File: config.mk
export PLATFORM = sky130hd
export DESIGN_NAME = rtc_bus_ctrl
export DESIGN_NICKNAME = d
export VERILOG_FILES = /design/src/rtl/rtc_bus_ctrl.sv
export SDC_FILE = /design/constraint.sdc
export NUM_CORES = 1
export LEC_CHECK = 0
export ABC_AREA = 1
export CAP_MARGIN = 20
export CORE_ASPECT_RATIO = 1.75
export CORE_UTILIZATION = 35
export CTS_BUF_LIST = sky130_fd_sc_hd__clkbuf_4 sky130_fd_sc_hd__clkbuf_8
export DETAILED_ROUTE_END_ITERATION = 8
export PLACE_DENSITY = 0.68
export SLEW_MARGIN = 20
export SYNTH_ARGS = -nofsm -noshare
export SYNTH_HDL_FRONTEND = slang
export SYNTH_SLANG_ARGS = --single-unit
File: constraint.sdc
create_clock -name clk -period 4.5 [get_ports clk]
set_input_delay 0.9 -clock clk [delete_from_list [all_inputs] [get_ports clk]]
set_output_delay 0.9 -clock clk [all_outputs]
set_load 0.01 [all_outputs]
File: src/rtl/rtc_bus_ctrl.sv
// rtc_bus_ctrl: sequences one read or write on the RTC multiplexed AD bus.
// Each transaction is an address phase (DIR_LO/DIR_HI) followed by a data
// phase (DATO_LO/DATO_HI). Each phase part lasts T_FASE clock cycles.
// Ports:
//   clk, reset_n        clock, synchronous active-low reset
//   start, rw           request (sampled in IDLE), 1 = write / 0 = read
//   dir, dato_escritura register address and write data, latched with start
//   AD_in               value read back from the AD pad
//   AD_escritura        value to drive on the bus (address or write data)
//   En_AD, bus_oe       AD mux select and pad tristate enable
//   CS_n, RD_n, WR_n    RTC strobes, active low
//   A_D                 0 = address phase, 1 = data phase
//   dato_lectura        last captured read data
//   ocupado, listo      busy flag and one-cycle completion pulse
module rtc_bus_ctrl #(
  parameter int unsigned largo  = 8,
  parameter int unsigned T_FASE = 4
) (
  input  logic             clk,
  input  logic             reset_n,
  input  logic             start,
  input  logic             rw,
  input  logic [largo-1:0] dir,
  input  logic [largo-1:0] dato_escritura,
  input  logic [largo-1:0] AD_in,
  output logic [largo-1:0] AD_escritura,
  output logic             En_AD,
  output logic             bus_oe,
  output logic             CS_n,
  output logic             RD_n,
  output logic             WR_n,
  output logic             A_D,
  output logic [largo-1:0] dato_lectura,
  output logic             ocupado,
  output logic             listo
);

  localparam int unsigned CW = $clog2(T_FASE + 1);
  localparam logic [CW-1:0] CNT_LAST = CW'(T_FASE - 1);

  localparam logic [2:0] S_IDLE    = 3'd0;
  localparam logic [2:0] S_DIR_LO  = 3'd1;
  localparam logic [2:0] S_DIR_HI  = 3'd2;
  localparam logic [2:0] S_DATO_LO = 3'd3;
  localparam logic [2:0] S_DATO_HI = 3'd4;

  logic [2:0]       state_q, state_d;
  logic [CW-1:0]    cnt_q, cnt_d;
  logic             rw_q, rw_d;
  logic [largo-1:0] dir_q, dir_d;
  logic [largo-1:0] dato_q, dato_d;
  logic [largo-1:0] dl_q, dl_d;
  logic [largo-1:0] ade_q, ade_d;
  logic             en_q, en_d;
  logic             oe_q, oe_d;
  logic             cs_q, cs_d;
  logic             rd_q, rd_d;
  logic             wr_q, wr_d;
  logic             ad_q, ad_d;
  logic             ocup_q, ocup_d;
  logic             listo_q, listo_d;
  logic             phase_end;

  // Next state, phase counter, operand latch and read capture.
  always_comb begin
    state_d   = state_q;
    cnt_d     = cnt_q;
    rw_d      = rw_q;
    dir_d     = dir_q;
    dato_d    = dato_q;
    dl_d      = dl_q;
    phase_end = (cnt_q == CNT_LAST);

    case (state_q)
      S_IDLE: begin
        if (start) begin
          state_d = S_DIR_LO;
          rw_d    = rw;
          dir_d   = dir;
          dato_d  = dato_escritura;
        end
      end
      S_DIR_LO:  if (phase_end) state_d = S_DIR_HI;
      S_DIR_HI:  if (phase_end) state_d = S_DATO_LO;
      S_DATO_LO: begin
        if (phase_end) begin
          state_d = S_DATO_HI;
          // Capture on the edge that ends the last strobe-low cycle.
          if (!rw_q) dl_d = AD_in;
        end
      end
      S_DATO_HI: if (phase_end) state_d = S_IDLE;
      default:   state_d = S_IDLE;
    endcase

    if (state_q == S_IDLE) begin
      cnt_d = '0;
    end else if (phase_end) begin
      cnt_d = '0;
    end else begin
      cnt_d = cnt_q + CW'(1);
    end
  end

  // Output values for the state being entered, so the registered outputs
  // line up with the state register.
  always_comb begin
    cs_d    = 1'b1;
    rd_d    = 1'b1;
    wr_d    = 1'b1;
    ad_d    = 1'b1;
    en_d    = 1'b0;
    oe_d    = 1'b0;
    ade_d   = ade_q;
    ocup_d  = (state_d != S_IDLE);
    listo_d = (state_q == S_DATO_HI) && (state_d == S_IDLE);

    case (state_d)
      S_DIR_LO: begin
        cs_d  = 1'b0;
        wr_d  = 1'b0;
        ad_d  = 1'b0;
        en_d  = 1'b1;
        oe_d  = 1'b1;
        ade_d = dir_d;
      end
      S_DIR_HI: begin
        ad_d  = 1'b0;
        en_d  = 1'b1;
        oe_d  = 1'b1;
        ade_d = dir_d;
      end
      S_DATO_LO: begin
        cs_d = 1'b0;
        if (rw_d) begin
          wr_d  = 1'b0;
          en_d  = 1'b1;
          oe_d  = 1'b1;
          ade_d = dato_d;
        end else begin
          rd_d = 1'b0;
        end
      end
      S_DATO_HI: begin
        if (rw_d) begin
          en_d  = 1'b1;
          oe_d  = 1'b1;
          ade_d = dato_d;
        end
      end
      default: ;
    endcase
  end

  // State and output registers.
  always_ff @(posedge clk) begin
    if (!reset_n) begin
      state_q <= S_IDLE;
      cnt_q   <= '0;
      rw_q    <= 1'b0;
      dir_q   <= '0;
      dato_q  <= '0;
      dl_q    <= '0;
      ade_q   <= '0;
      en_q    <= 1'b0;
      oe_q    <= 1'b0;
      cs_q    <= 1'b1;
      rd_q    <= 1'b1;
      wr_q    <= 1'b1;
      ad_q    <= 1'b1;
      ocup_q  <= 1'b0;
      listo_q <= 1'b0;
    end else begin
      state_q <= state_d;
      cnt_q   <= cnt_d;
      rw_q    <= rw_d;
      dir_q   <= dir_d;
      dato_q  <= dato_d;
      dl_q    <= dl_d;
      ade_q   <= ade_d;
      en_q    <= en_d;
      oe_q    <= oe_d;
      cs_q    <= cs_d;
      rd_q    <= rd_d;
      wr_q    <= wr_d;
      ad_q    <= ad_d;
      ocup_q  <= ocup_d;
      listo_q <= listo_d;
    end
  end

  assign AD_escritura = ade_q;
  assign En_AD        = en_q;
  assign bus_oe       = oe_q;
  assign CS_n         = cs_q;
  assign RD_n         = rd_q;
  assign WR_n         = wr_q;
  assign A_D          = ad_q;
  assign dato_lectura = dl_q;
  assign ocupado      = ocup_q;
  assign listo        = listo_q;

endmodule

==> impl_metrics.yaml, run 1 <==
status:
  status: "completed"
synth:
  synth_xor_area_share_pct: 0
  synth_largest_area_cell: "dfxtp_1"
  synth_seq_cells: 46
  synth_compound_area_share_pct: 11.1
  synth_top_family_by_area: "simple AND/OR/NAND/NOR gates"
  yosys.area_share.simple_pct: 29.7
  synth_cells: 278
  synthAdderAreaFrac_pct: 1.23
  muxShareOfSynthArea_pct: 0
  avgSynthCellArea_um2: 7.32
  ys_seq_area_share_pct: 45.3
  synth_area_mm2: 0.00203
  synth_cell_type_count: 23
  yosys_warnings: 0
  synth_top_area_share_pct: 45.3
  yosys-top-cells-area: "dfxtp_1, nor2_1, inv_1"
  syn_nets: 308
clock_tree:
  clock_latency_ns: 0.30
  post_cts_resized: 0
  clockBufferDepth: 2
  postCtsSetupBuffers: 0
  cts_tree: "yes"
  clk_pin_slew_ns: 0.07
  numCtsBuffers: 5
  numClockSinks: 46
  htreeDepth: 2
  root_buffer: "clkbuf_8"
  holdBufCountCts: 0
sta:
  skew_ns: 0.0109
  rsz0062_at_grt: "false"
  drv_slew: 0
  fmax_mhz: 392
  finalCritPeriodShare_pct: 56.6
  fin_setup_tns_ns: 0
  setup_viol: 0
  hold_violations: 0
  fin_crit_ns: 2.55
  relSlewSlack_pct: 55.1
  worst_pin_slew_ns: 0.673
die:
  row_count: 36
  initial_core_util_pct: 36.4
  coreArea_mm2: 0.00559
  die_h_um: 103
  dieArea_mm2: 0.00613
  boundaryPins: 52
  die_w_um: 59.6
detailed_routing:
  firstDrtPassIters: 4
  final_antenna_net_count: 0
  via_per_inst: 4.30
  drc: 0
  vias: 1734
  finalWirelength_um: 4300
  drtIter0Drc: 34
  wl_per_cell_um: 10.7
global_route:
  grt_busiest_layer: "met2"
  globalRouteOverflowTotal: 0
  grt_pass1_wl_um: 6990
  antenna_found_initial: 0
  grt.met2_usage_pct: 29.3
  met1_usage_pct: 15.7
  grt_pass1_vias: 1632
  grt_max_degree: 24
  gr-usage-met3_pct: 2.63
  grt_usage_pct: 15.4
cells_and_area:
  final_core_util_pct: 47.8
  fillers: 599
  final_nets: 356
  antenna_cells: 0
  syn_to_final_growth_pct: 31.1
  drive_above_1_share_pct: 8.87
job:
  drv_cap: 0
setup_path:
  cp.arrival_ns: 2.77
  required_ns: 4.72
  cp-start-kind: "input port"
  worstSetupPathType: "in -> reg"
  worstSetupEndpointType: "register"
  critPathMaxFanout: 23
power:
  switchingPower_uw: 215
  peakVddDrop_mv: 0.160
  p_sw_share_pct: 26.0
  p_int_uw: 614
  p_clk_share_pct: 30.4
  seqPwrFrac_pct: 52.8
  comb_power_share_pct: 16.8
  leakage_uw: 0.00124
  power_density_mw_per_mm2: 311
placement:
  dp_hpwl_um: 3260
  portBuffers: 51
  gp_congestion: 0.792
hold_path:
  hold_path_class: "reg -> reg"
-- Yosys cell counts --
cell,n
inv_2,2
a21oi_4,1
a211o_1,1
buf_4,2
nand3_1,18
ha_1,2
buf_2,2
inv_1,50
nand2_4,4
o21a_1,8
o21ai_0,10
nand4_1,2
clkbuf_1,4
nand3_4,1
nor2_4,2
nor2_1,59
dfxtp_1,46
a31oi_1,1
o21ai_2,8
nand2_2,3
nand2_1,47
a21oi_1,3
buf_6,2
-- state kept, by name, indices dropped and copies added (netlist names), 3 cells and up --
| register | flops |
|---|---|
| state_q | 3 |
| dato_lectura | 8 |
| dato_q | 8 |
| dir_q | 8 |
| cnt_q | 3 |
| AD_escritura | 8 |
-- power groups by stage --
| stage | registers, uW | clock network [uW] | logic [uW] |
|---|---|---|---|
| floorplan | 450 | 0 | 81.0 |
| global placement | 447 | 0 | 139 |
| CTS | 438 | 259 | 141 |
| detailed placement | 448 | 0 | 140 |
| finish | 438 | 252 | 139 |
| global route | 440 | 276 | 157 |
-- layer usage --
layer	vias to the layer above	wire, um
met4	0	99
met5	-	0
li1	932	-
met1	771	1710
met2	24	2400
met3	7	85
-- cells by family (layout without fill, tap and decap cells) --
family / after synthesis / in the layout
DFF: 46 / 46
buffers and inverters: 62 / 111
adders and majority gates: 2 / 2
AOI/OAI and AO/OA: 32 / 32
and+or+nand+nor: 136 / 136
-- cell type report --
class	instances	area, um^2	area share [%]
repair buffers	51	510	19.1
flip-flops and latches	46	921	34.5
multi-input cells	170	856	32.1
clock buffers	6	76.3	2.86
well taps	76	95.1	3.56
clock inverters	2	13.8	0.516
inverters	52	195	7.32
-- cells in the final DEF (no fill, tap or decap) --
master,synthesis,layout
o21ai_0,10,10
inv_2,2,2
o21ai_2,8,8
dfxtp_1,46,46
nand3_4,1,1
nand2_4,4,4
clkinv_2,0,1
o21a_1,8,8
nand2_1,47,47
clkdlybuf4s50_1,0,51
inv_1,50,50
a31oi_1,1,1
a21oi_4,1,1
clkinv_4,0,1
nand3_1,18,18
clkbuf_4,0,1
nand2_2,3,3
ha_1,2,2
a21oi_1,3,3
a211o_1,1,1
nand4_1,2,2
clkbuf_8,0,5
nor2_1,59,59
nor2_4,2,2
-- worst paths after layout --
path / start / endpoint / slack, ns / depth (start not counted)
worst max-delay path: reset_n / cnt_q[0]$_SDFF_PP0_ / 1.95 / 4
worst min-delay path: cnt_q[0]$_SDFF_PP0_ / cnt_q[0]$_SDFF_PP0_ / 0.44 / 1
worst max register to register: cnt_q[0]$_SDFF_PP0_ / AD_escritura[1]$_SDFFE_PN0P_ / 2.53 / 9
worst min register to register: cnt_q[0]$_SDFF_PP0_ / cnt_q[0]$_SDFF_PP0_ / 0.44 / 1
-- critical path, cell delays in order --
cell	delay, ns
clkdlybuf4s50_1	0.87
inv_1	0.51
a211o_1	0.38
nor2_1	0.10
-- per-stage QoR --
stage	total power (uW)	std cells	hold WS (ns)	worst slack, ns	instance area [um^2]
detailed placement	588	395	0.424	1.65	2580
global placement	587	395	0.409	1.68	2580
floorplan	531	278	0.399	2.76	2030
global route	873	403	0.461	1.79	2670
finish	829	403	0.437	1.95	2670
CTS	838	403	0.435	1.95	2670
(Power assumes the default switching activity.)
==> run 2: changes to the inputs <==
- PLACE_DENSITY: 0.68 -> 0.71
- clock period: 4.5 -> 2.2 ns (I/O delays scaled with it)
==> impl_metrics.yaml, run 2 (synthesis gave the netlist of run 1 again) <==
status:
  status: "completed"
setup_path:
  critPathMaxFanout: 11
  required_ns: 2.43
  worstSetupEndpointType: "register"
  cp.arrival_ns: 2.10
  worstSetupPathType: "reg -> reg"
  cp-start-kind: "register"
sta:
  fin_setup_tns_ns: 0
  hold_violations: 0
  finalCritPeriodShare_pct: 85.2
  drv_slew: 0
  setup_viol: 0
  rsz0062_at_grt: "false"
  setup_ws_ns: 0.327
  worst_pin_slew_ns: 0.261
  skew_ns: 0.00588
  hold_ws_ns: 0.425
  fmax_mhz: 534
  fin_crit_ns: 1.87
  relSlewSlack_pct: 82.6
global_route:
  grt_max_degree: 20
  antenna_found_initial: 0
  globalRouteOverflowTotal: 0
  grt_pass1_wl_um: 7250
  grt_usage_pct: 15.7
  grt_pass1_vias: 1634
detailed_routing:
  wl_met1_um: 1680
  drtIter0Drc: 42
  via_per_inst: 4.38
  final_antenna_net_count: 0
  finalWirelength_um: 4480
  met3_length_um: 100
  vias: 1787
  drc: 0
  firstDrtPassIters: 4
  wl_per_cell_um: 11.0
  maxUsedRoutingLayer: "met4"
  route.met2.wl_um: 2650
placement:
  gp_congestion: 0.825
  dp_hpwl_um: 3470
  place_inst: 400
  portBuffers: 51
  place_ws_ns: 0.186
power:
  leakage_uw: 0.00128
  peakVddDrop_mv: 0.477
  p_total_uw: 1820
  power_density_mw_per_mm2: 666
clock_tree:
  cts_tree: "yes"
  numClockSinks: 46
  clock_latency_ns: 0.29
  htreeDepth: 2
  clk_pin_slew_ns: 0.08
  postCtsSetupBuffers: 0
  post_cts_resized: 0
  clockBufferDepth: 2
  root_buffer: "clkbuf_8"
  numCtsBuffers: 5
  holdBufCountCts: 0
cells_and_area:
  drive_above_1_share_pct: 10.2
  antenna_cells: 0
  syn_to_final_growth_pct: 34.1
  final_nets: 361
  mostFrequentLayoutCell: "nor2_1"
  mostFrequentLayoutCells: "nor2_1, clkdlybuf4s50_1, inv_1"
  finalNonFillerCells: 408
  fillers: 605
die:
  boundaryPins: 52
  die_w_um: 59.6
  initial_core_util_pct: 36.4
  row_count: 36
  die_h_um: 103
  dieArea_mm2: 0.00613
  coreArea_mm2: 0.00559
hold_path:
  hold_path_class: "reg -> reg"
job:
  drv_cap: 0
==> run 2: changes by cell type in the layout (fill, tap and decap cells not counted), sizes merged <==
| cell | previous run | this run |
|---|---|---|
| bufinv | 0 | 1 |
| clkinv | 2 | 0 |
| buf | 0 | 5 |
| clkbuf | 6 | 7 |
==> run 2: power breakdown <==
part           internal (uW)  switching [uW]  leakage, uW
Sequential               877            18.7     0.000377
Clock                    365             267    0.0000593
Combinational            146             145     0.000841
Total                   1390             431      0.00128
==> run 2: worst paths after layout <==
path                            start                            to  slack [ns]  cells past startpoint
setup / recovery  cnt_q[0]$_SDFF_PP0_  AD_escritura[1]$_SDFFE_PN0P_        0.33                     11
hold / removal    cnt_q[0]$_SDFF_PP0_           cnt_q[0]$_SDFF_PP0_        0.43                      1
setup reg to reg  cnt_q[0]$_SDFF_PP0_  AD_escritura[1]$_SDFFE_PN0P_        0.33                     11
hold reg to reg   cnt_q[0]$_SDFF_PP0_           cnt_q[0]$_SDFF_PP0_        0.43                      1
==> run 2: layout make-up <==
class,count,area [um^2],share of cell area [%]
clock buffer,7,83.8,3.07
clock inverter,1,30.0,1.10
inverter,52,195,7.15
multi-input combinational,170,856,31.4
sequential,46,921,33.7
tap,76,95.1,3.48
timing repair buffer,56,548,20.1
==> run 2: per-stage QoR <==
stage / util (%) / instance area, um^2
final: 48.9 / 2730
after global routing: 48.9 / 2730
after CTS: 48.9 / 2730
after detailed placement: 46.8 / 2620
after global placement: 46.8 / 2620
after floorplan: - / 2030
==> run 2: layer usage <==
metal  vias to the layer above  global-route usage [%]
met4                         0                    4.29
met5                         -                       0
met2                        26                    31.2
li1                        944                       -
met3                         5                    2.63
met1                       812                    16.3
==> run 2: worst max-delay path: stages, from the launching register on <==
cell and delay (ns):
dfxtp_1 0.32, ha_1 0.19, ha_1 0.26, nor2_1 0.11, nor2_1 0.05, nand2_1 0.12, nand2_4 0.08, nand2_4 0.13
nand2_4 0.12, a21oi_4 0.25, nor2_1 0.08, nor2_1 0.09
==> run 3: changes to the inputs <==
- RECOVER_POWER: default -> 25
==> impl_metrics.yaml, run 3 (synthesis gave the netlist of run 1 again) <==
status:
  status: "completed"
global_route:
  grt_max_degree: 20
  globalRouteOverflowTotal: 0
  grt_usage_pct: 15.7
  grt_pass1_vias: 1634
  antenna_found_initial: 0
  grt_pass1_wl_um: 7250
placement:
  gp_congestion: 0.825
  dp_hpwl_um: 3470
  portBuffers: 51
die:
  boundaryPins: 52
  coreArea_mm2: 0.00559
  die_w_um: 59.6
  dieArea_mm2: 0.00613
  die_h_um: 103
  row_count: 36
  initial_core_util_pct: 36.4
setup_path:
  cp-start-kind: "register"
  critPathMaxFanout: 11
  required_ns: 2.43
  cp_top_family: "simple AND/OR/NAND/NOR gates"
  worstSetupPathType: "reg -> reg"
  slowest_delay_ns: 0.32
  cp_cell_sequence: "ha_1 > ha_1 > nor2_1 > nor2_1 > nand2_1 > nand2_4 > nand2_4 > nand2_4 > a21oi_4 > nor2_1 > nor2_1"
  worstSetupEndpointType: "register"
  critPathBufInv: 0
  cp.arrival_ns: 2.11
  r2r_slack_ns: 0.32
  crit_path_frequent_cell: "nor2_1"
  slowest_stage: "dfxtp_1"
detailed_routing:
  finalWirelength_um: 4510
  firstDrtPassIters: 4
  final_antenna_net_count: 0
  drc: 0
  vias: 1766
  via_per_inst: 4.33
  wl_per_cell_um: 11.1
  drtIter0Drc: 41
cells_and_area:
  syn_to_final_growth_pct: 32.6
  final_nets: 361
  mostFrequentLayoutCells: "nor2_1, clkdlybuf4s50_1, inv_1"
  mostFrequentLayoutCell: "nor2_1"
  antenna_cells: 0
  drive_above_1_share_pct: 8.43
clock_tree:
  post_cts_resized: 0
  numClockSinks: 46
  clock_latency_ns: 0.29
  numCtsBuffers: 5
  holdBufCountCts: 0
  postCtsSetupBuffers: 0
  clockBufferDepth: 2
  cts_tree: "yes"
  root_buffer: "clkbuf_8"
  htreeDepth: 2
  clk_pin_slew_ns: 0.08
sta:
  skew_ns: 0.00446
  hold_violations: 0
  hold_ws_ns: 0.425
  relSlewSlack_pct: 79.4
  fmax_mhz: 533
  fin_crit_ns: 1.88
  finalCritPeriodShare_pct: 85.3
  setup_viol: 0
  worst_pin_slew_ns: 0.306
  fin_setup_tns_ns: 0
  rsz0062_at_grt: "false"
  drv_slew: 0
power:
  p_total_uw: 1810
  power_density_mw_per_mm2: 671
  leakage_uw: 0.00127
  peakVddDrop_mv: 0.474
job:
  drv_cap: 0
hold_path:
  hold_path_class: "reg -> reg"
-- run 3: cell counts in the layout (fill, tap and decap cells not counted) --
No cell type changed its count.
-- run 3: worst paths after layout --
path                  startpoint  cells past startpoint                           end
max reg2reg  cnt_q[0]$_SDFF_PP0_                     11  AD_escritura[1]$_SDFFE_PN0P_
max          cnt_q[0]$_SDFF_PP0_                     11  AD_escritura[1]$_SDFFE_PN0P_
min reg2reg  cnt_q[0]$_SDFF_PP0_                      1           cnt_q[0]$_SDFF_PP0_
min          cnt_q[0]$_SDFF_PP0_                      1           cnt_q[0]$_SDFF_PP0_
-- run 3: power breakdown --
group,internal [uW],switching (uW)
Clock,365,267
Combinational,142,141
Sequential,877,18.7
Total,1380,427
-- run 3: layout make-up --
cell class,count,area (um^2)
fill,610,2890
sequential,46,921
multi-input combinational,170,825
timing repair buffer,56,548
inverter,52,195
tap,76,95.1
clock buffer,7,83.8
clock inverter,1,30.0
-- run 3: metal layers --
| metal | GRT usage, % | up-vias | part of all wire [%] |
|---|---|---|---|
| li1 | - | 944 | - |
| met3 | 2.63 | 4 | 1.8 |
| met5 | 0 | - | 0 |
| met4 | 4.29 | 0 | 0.82 |
| met1 | 16.3 | 798 | 39 |
| met2 | 31.2 | 20 | 59 |
-- run 3: stage by stage --
step	utilization, %	instance area, um^2	cells	setup slack, ns
2_1_floorplan	-	2030	278	0.591
3_3_place_gp	46.8	2620	400	0.208
3_5_place_dp	46.8	2620	400	0.186
4_1_cts	48.9	2730	408	0.305
5_1_grt	48.3	2700	408	0.116
6_report	48.3	2700	408	0.323
-- run 3: worst reg2reg max path, delay by kind of cell, from the launching register on --
kind / cells / cell delay [ns]
fa+ha+maj: 2 / 0.45
compound gates: 1 / 0.25
simple gates: 8 / 0.79
flops: 1 / 0.32
